--- src/rtl/uart_pkg.sv ---
// Shared constants, state encoding and byte mapping for the sample UART transmitter.
package uart_pkg;

  localparam int unsigned DEFAULT_CLKS_PER_BIT = 868;
  localparam logic [15:0] FRAME_SAMPLES        = 16'd49284;

  localparam int unsigned SAMPLE_W = 9;
  localparam int unsigned BYTE_W   = 8;
  localparam int unsigned SEXT_W   = 2 * BYTE_W - SAMPLE_W;
  localparam int unsigned BAUD_W   = 16;
  localparam int unsigned COUNT_W  = 16;
  localparam int unsigned BIT_IDX_W = 3;

  typedef enum logic [2:0] {
    ST_IDLE  = 3'd0,
    ST_START = 3'd1,
    ST_DATA  = 3'd2,
    ST_STOP  = 3'd3,
    ST_GAP   = 3'd4
  } state_e;

  // Byte 0 is the low byte; byte 1 is the sign extension of bit 8.
  function automatic logic [BYTE_W-1:0] sample_byte(input logic [SAMPLE_W-1:0] d,
                                                     input logic idx);
    if (idx) return {{SEXT_W{d[SAMPLE_W-1]}}, d[SAMPLE_W-1]};
    return d[BYTE_W-1:0];
  endfunction

endpackage

--- src/rtl/uart_baud_tick.sv ---
// Bit-period counter: bit_tick_o is high in the last cycle of each bit period.
module uart_baud_tick
  import uart_pkg::*;
#(
  parameter int unsigned CLKS_PER_BIT = DEFAULT_CLKS_PER_BIT
) (
  input  logic clk,
  input  logic reset_n,
  input  logic clear_i,
  output logic bit_tick_o
);

  logic [BAUD_W-1:0] cnt_q, cnt_d;
  logic              tick_q;

  always_comb begin
    cnt_d = cnt_q + BAUD_W'(1);
    if (clear_i || tick_q) cnt_d = '0;
  end

  // Tick is registered alongside the count so it lines up with cnt_q == CLKS_PER_BIT-1.
  always_ff @(posedge clk or negedge reset_n) begin
    if (!reset_n) begin
      cnt_q  <= '0;
      tick_q <= 1'b0;
    end else begin
      cnt_q  <= cnt_d;
      tick_q <= (cnt_d == BAUD_W'(CLKS_PER_BIT - 1));
    end
  end

  assign bit_tick_o = tick_q;

endmodule

--- src/rtl/uart_tx_sample.sv ---
// Serializes signed 9-bit samples as two 8N1 frames (low byte, sign-extended high byte).
module uart_tx_sample
  import uart_pkg::*;
#(
  parameter int unsigned CLKS_PER_BIT = DEFAULT_CLKS_PER_BIT,
  parameter int unsigned STOP_BITS    = 1
) (
  input  logic                clk,
  input  logic                reset_n,
  input  logic                send,
  input  logic [SAMPLE_W-1:0] transmit_data,
  output logic                busy,
  output logic                tx,
  output logic                tx_done,
  output logic [COUNT_W-1:0]  sample_count
);

  state_e                state_q;
  logic [SAMPLE_W-1:0]   shadow_q;
  logic [BYTE_W-1:0]     shift_q;
  logic [BIT_IDX_W-1:0]  bit_idx_q;
  logic                  byte_idx_q;
  logic                  tx_q;
  logic                  busy_q;
  logic                  tx_done_q;
  logic [COUNT_W-1:0]    count_q;

  logic                  bit_tick;
  logic                  baud_clear_c;
  logic [BYTE_W-1:0]     cur_byte_c;

  // Hold the baud counter at zero whenever no bit is on the line.
  assign baud_clear_c = (state_q == ST_IDLE) || (state_q == ST_GAP);
  assign cur_byte_c   = sample_byte(shadow_q, byte_idx_q);

  uart_baud_tick #(
    .CLKS_PER_BIT(CLKS_PER_BIT)
  ) u_baud (
    .clk        (clk),
    .reset_n    (reset_n),
    .clear_i    (baud_clear_c),
    .bit_tick_o (bit_tick)
  );

  always_ff @(posedge clk or negedge reset_n) begin
    if (!reset_n) begin
      state_q    <= ST_IDLE;
      shadow_q   <= '0;
      shift_q    <= '0;
      bit_idx_q  <= '0;
      byte_idx_q <= 1'b0;
      tx_q       <= 1'b1;
      busy_q     <= 1'b0;
      tx_done_q  <= 1'b0;
      count_q    <= '0;
    end else begin
      tx_done_q <= 1'b0;
      unique case (state_q)
        ST_IDLE: begin
          if (send) begin
            shadow_q   <= transmit_data;
            byte_idx_q <= 1'b0;
            bit_idx_q  <= '0;
            tx_q       <= 1'b0;
            busy_q     <= 1'b1;
            state_q    <= ST_START;
          end
        end
        ST_START: begin
          if (bit_tick) begin
            shift_q   <= cur_byte_c;
            tx_q      <= cur_byte_c[0];
            bit_idx_q <= '0;
            state_q   <= ST_DATA;
          end
        end
        ST_DATA: begin
          if (bit_tick) begin
            if (bit_idx_q == BIT_IDX_W'(BYTE_W - 1)) begin
              tx_q      <= 1'b1;
              bit_idx_q <= '0;
              state_q   <= ST_STOP;
            end else begin
              shift_q   <= {1'b0, shift_q[BYTE_W-1:1]};
              tx_q      <= shift_q[1];
              bit_idx_q <= bit_idx_q + BIT_IDX_W'(1);
            end
          end
        end
        ST_STOP: begin
          if (bit_tick) begin
            if (bit_idx_q == BIT_IDX_W'(STOP_BITS - 1)) begin
              bit_idx_q <= '0;
              if (!byte_idx_q) begin
                // Second frame follows immediately, no idle bit in between.
                byte_idx_q <= 1'b1;
                tx_q       <= 1'b0;
                state_q    <= ST_START;
              end else begin
                tx_done_q <= 1'b1;
                busy_q    <= 1'b0;
                count_q   <= count_q + COUNT_W'(1);
                state_q   <= ST_GAP;
              end
            end else begin
              bit_idx_q <= bit_idx_q + BIT_IDX_W'(1);
            end
          end
        end
        ST_GAP: begin
          state_q <= ST_IDLE;
        end
        default: begin
          state_q <= ST_IDLE;
        end
      endcase
    end
  end

  assign tx           = tx_q;
  assign busy         = busy_q;
  assign tx_done      = tx_done_q;
  assign sample_count = count_q;

endmodule

--- config.mk ---
export PLATFORM = sky130hd
export DESIGN_NAME = uart_tx_sample
export DESIGN_NICKNAME = d
export VERILOG_FILES = /design/src/rtl/uart_pkg.sv /design/src/rtl/uart_baud_tick.sv /design/src/rtl/uart_tx_sample.sv
export SDC_FILE = /design/constraint.sdc
export NUM_CORES = 1
export LEC_CHECK = 0
export CAP_MARGIN = 25
export CORE_ASPECT_RATIO = 0.6
export CORE_MARGIN = 2
export CORE_UTILIZATION = 47
export CTS_BUF_LIST = sky130_fd_sc_hd__clkbuf_4
export CTS_CLUSTER_SIZE = 10
export DETAILED_ROUTE_END_ITERATION = 10
export PLACE_DENSITY = 0.79
export SKIP_LAST_GASP = 1
export SYNTH_ARGS = -nofsm -noshare
export SYNTH_HDL_FRONTEND = slang
export SYNTH_SLANG_ARGS = --single-unit
--- constraint.sdc ---
create_clock -name clk -period 2.2 [get_ports clk]
set_input_delay 0.44 -clock clk [delete_from_list [all_inputs] [get_ports clk]]
set_output_delay 0.44 -clock clk [all_outputs]
set_load 0.005 [all_outputs]
; Yosys cells after proc, flatten, opt, wreduce, memory -nomap -nowiden
; Cells that the tools add are included.
; Widths: inputs -> output; s select.
[word_totals]
reg_bits = 60
in_bits = 12
out_inout_bits = 19
word_cells = 86
[classes]
addsub = 3
n_eq_ne = 15
n_mux = 42
n_reduce_logical = 15
[op_table]
columns = cell, count
row1 = $mux 8, 5
row2 = $mux 3, 13
row3 = $add 16x1->16 const B, 2
row4 = $pmux 3 s4, 2
row5 = $mux 1, 17
row6 = $eq 16x10->1 const B, 1
row7 = $mux 16, 1
row8 = $pmux 8 s2, 1
row9 = $ne 2x2->1 const B, 6
row10 = $reduce_and 4->1, 3
row11 = $reduce_and 5->1, 2
row12 = $reduce_and 7->1, 1
row13 = $eq 3x2->1 const B, 2
row14 = $eq 3x3->1 const B, 2
row15 = $logic_not 3->1, 2
row16 = $ne 2x1->1 const B, 3
row17 = $reduce_and 6->1, 1
row18 = $pmux 1 s2, 2
row19 = $pmux 1 s4, 1
row20 = $reduce_bool 2->1, 2
row21 = $reduce_bool 4->1, 1
row22 = $add 3x1->3 const B, 1
row23 = $eq 3x1->1 const B, 1
row24 = $logic_or 1x1->1, 2
row25 = $reduce_and 2->1, 1

; Depth between registers and ports, before layout
[logic_depth]
word_depth = 5
mapped_depth = 8
depth_no_buf = 7

; Modules after synthesis
; A second synthesis with hierarchy kept.
[unflattened]
hier_cells = 289
hier_area_um2 = 3039.2
[by_module_without_submodules]
columns = module, n_inst, cells_per_inst, area_each_um2, seq_area_each_um2
row1 = uart_tx_sample, 1, 197, 2113.3, 1052.3
row2 = uart_baud_tick, 1, 92, 925.9, 425.4

; Worst setup path after synthesis
; OpenSTA, ideal clock, no wires.
[synth_timing]
path_type = reg2reg
from = register u_baud.cnt_q[0]
to = register u_baud.tick_q, in the netlist u_baud.bit_tick_o
setup_ns = 0.125
t_arrival_ns = 1.605
required_ns = 2.075
slack_ns = 0.470
stages_incl_launch_ff = 7
path_buffers = 0
period_less_slack_ns = 1.730
cell_sequence = dfrtp_1 -> ha_1 -> nand4_1 -> nor2_1 -> or4b_1 -> a31oi_1 -> nor4_2
[synth_via]
elab_chain_len = 3
[synth_rtl]
columns = item, line_no
row1 = start: declaration, uart_baud_tick.sv:13  ; logic [BAUD_W-1:0] cnt_q, cnt_d;
row2 = start signal: assignment, uart_baud_tick.sv:27  ; cnt_q <= cnt_d;
row3 = $add 16x1->16, uart_baud_tick.sv:17  ; cnt_d = cnt_q + BAUD_W'(1);
row4 = $mux 16, uart_baud_tick.sv:18  ; if (clear_i || tick_q) cnt_d = '0;
row5 = $eq 16x10->1, uart_baud_tick.sv:28  ; tick_q <= (cnt_d == BAUD_W'(CLKS_PER_BIT - 1));
row6 = end signal: assignment, uart_baud_tick.sv:28
row7 = end: declaration, uart_baud_tick.sv:14  ; logic tick_q;
; No other way between the ends.
; A chain may end at the register's enable or synchronous reset.

; Worst setup path in the final report
[layout_timing]
from = register u_baud.cnt_q[2]
to = register u_baud.tick_q, in the netlist u_baud.bit_tick_o
; The elaborated chain is that of the path after synthesis.

==> metrics <==
status finished clean; Synth Net Count 299; Crit. End Element register; Synth warnings 0; top_reg_cell synth dfrtp_1; max cap viols 0; leakage power total 1.49 nW; share of cells above drive strength 1 14.8%; gr usage total 19.2%; Post-CTS Resized 0; Final ANT Viol Nets 0; worst r2r src u_baud.cnt_q[2]$_DFF_PN0_; RSZ-0062 raised after global routing no; TritonCTS clock tree done; final setup TNS 0 ns; CP Class reg -> reg; hold_sp sample_count[15]$_DFFE_PN0P_; row cnt 22; via count 2215; Hold Crit Class reg -> reg; crit path from u_baud.cnt_q[2]$_DFF_PN0_; Mapped Area 2910 um2; Mapped Avg Cell Area 10.3 um2; Setup Buffers After CTS 0; Setup-failing EPs final 0; Via density 5.43; fin crit share 88.6%; hold path depth 1; worst reg2reg path depth 5; CTS root buf clkbuf_4; ant diodes 0; Final Hold Vio Count 0; CTS max path bufs 2; Port Buffer Count 30; Slew headroom 66.4%; DP Cell Count 391; clk_lat worst skew 0.42 ns; commonest non-fill, non-tap cell in the layout dfrtp_1; WL/cell 14.0 um; fin worst setup slack 0.252 ns; GPL Wtd Cong 0.922; hpwl dp 4030 um; DRT Wirelength 5720 um; slowest stage delay, CP 0.47 ns; PD cells 826 nW/um2; Worst Setup Slack post-DPL 0.244 ns; Die Wd 106 um; FF+latch count, synth 59; initial antenna violation count 0; crit path launch type register; Worst EP arrival 2.28 ns; post-route insts no fill 408; largest net degree at the start of global routing 60; Sink Count 59; fillers 516; max frequency 0.513 GHz; most frequent cells in the layout 58 x dfrtp_1, 31 x nor2_1, 29 x clkdlybuf4s50_1; DRT iter0 DRCs 147; sequential cell area fraction in the yosys report 50.8%; post-synthesis cell count 282; peak supply drop 0.000467 V; Async SR Flop Fraction 100%; vias in the first global route 2096; drt first pass iters 4; Core Region 6060 um2; critical-path cell list nand3_1 > nor4_1 > xnor2_1 > o2111ai_1 > nor4_2; Worst-path clk slew 0.11 ns; EDFF count, synth 0; post-synth cell types 49; minimum clock period 1.95 ns; grt total ovfl 0; Initial Utilization 48.0%; Worst Tran Pin Value 0.502 ns; # H-tree levels 3; clock skew 0.0133 ns; Critical-path top delay cell dfrtp_1; I/O pin count 31; Die Span Y 64.9 um; CP max FO 11; Slew Limit Fails 0; DRC 0; # nets final 336; cts bufs inserted 9; die area 6860 um2; first-pass GRT wire length 10100 um; critical path data required time 2.53 ns; Area Overhead vs Synth 20.7%; final hold slack 0.474 ns
[flip-flops by register name (all words and copies together) (netlist names), 3 cells and up]
signal and flops:
shadow_q 9, u_baud.cnt_q 16, bit_idx_q 3, shift_q 7, sample_count 16, state_q 3
[metal layers]
metal / part of all wire (%) / GRT usage [%] / vias to the layer above / routed length [um]
li1: - / - / 1073 / -
met1: 48 / 26.9 / 1066 / 2760
met2: 44 / 27.7 / 67 / 2520
met3: 6.4 / 6.54 / 9 / 367
met4: 1.4 / 6.91 / 0 / 80
met5: 0 / 0 / - / 0
[final timing paths]
check / end / slack, ns
setup / recovery: u_baud.bit_tick_o$_DFF_PN0_ / 0.25
hold / removal: sample_count[15]$_DFFE_PN0P_ / 0.47
setup reg to reg: u_baud.bit_tick_o$_DFF_PN0_ / 0.25
hold reg to reg: sample_count[15]$_DFFE_PN0P_ / 0.47
max in group asynchronous: tx$_DFFE_PN1P_ / 1.37
min in group asynchronous: sample_count[6]$_DFFE_PN0P_ / 0.55
[Yosys cell counts, types with 2 or more instances]
library cell / count / area, um2
nand3_1: 10 / 50.1
a21oi_1: 21 / 105
mux2i_1: 2 / 20.0
mux2_2: 13 / 146
buf_2: 4 / 20.0
and3_1: 2 / 12.5
nor2_1: 31 / 116
nand2b_1: 4 / 25.0
xor2_1: 10 / 87.6
nor4_1: 3 / 18.8
a211oi_1: 2 / 15.0
or3_1: 2 / 12.5
o21ai_1: 6 / 30.0
nand3b_1: 3 / 22.5
dfrtp_1: 58 / 1450
clkbuf_1: 5 / 18.8
inv_1: 9 / 33.8
nor4_2: 2 / 25.0
xnor2_1: 16 / 140
o41ai_1: 2 / 17.5
nand4_1: 6 / 37.5
o21ai_0: 9 / 45.0
nand2_1: 23 / 86.3
nor3_1: 6 / 30.0
or4b_1: 2 / 20.0
nor3b_1: 3 / 22.5
ha_1: 5 / 62.6
a211o_1: 2 / 17.5
[stage by stage]
stage / area [um2] / total power, mW / utilization [%]
finish: 3510 / 2.90 / 58.0
floorplan: 2910 / 1.74 / -
CTS: 3500 / 2.92 / 57.8
detailed placement: 3320 / 1.91 / 54.8
global route: 3510 / 3.08 / 58.0
global placement: 3320 / 1.88 / 54.8
[power by group]
group / switching, mW / internal, mW
combinational: 0.312 / 0.285
sequential: 0.0813 / 1.22
clock: 0.433 / 0.573
[layout make-up]
cell class	instances	area [um2]	area share, %
sequential	59	1480	42.1
multi-input combinational	203	1350	38.4
timing repair buffer	37	363	10.3
clock inverter	7	116	3.31
tap	84	105	2.99
clock buffer	9	67.6	1.92
inverter	9	33.8	0.962
[critical path: cells and delay by family, from the launching register on]
kind                      cells  cell delay [ns]
AOI/OAI and AO/OA             1             0.19
xor gates and xnor gates      1             0.23
DFF                           1             0.47
and+or+nand+nor               3             0.97
[repair_timing]
item                                    CTS  global route
endpoints found under the hold margin     0             8
hold buffers                              0             1
endpoints found under the setup margin    0             0
[cells by family after synthesis]
family,synth area share (%)
muxes,5.72
DFF,50.8
buffers and inverters,2.88
and+or+nand+nor,20.3
AOI/OAI and AO/OA,10.3
adders and majority gates,2.15
xor gates and xnor gates,7.83
(Power assumes the default switching activity.)
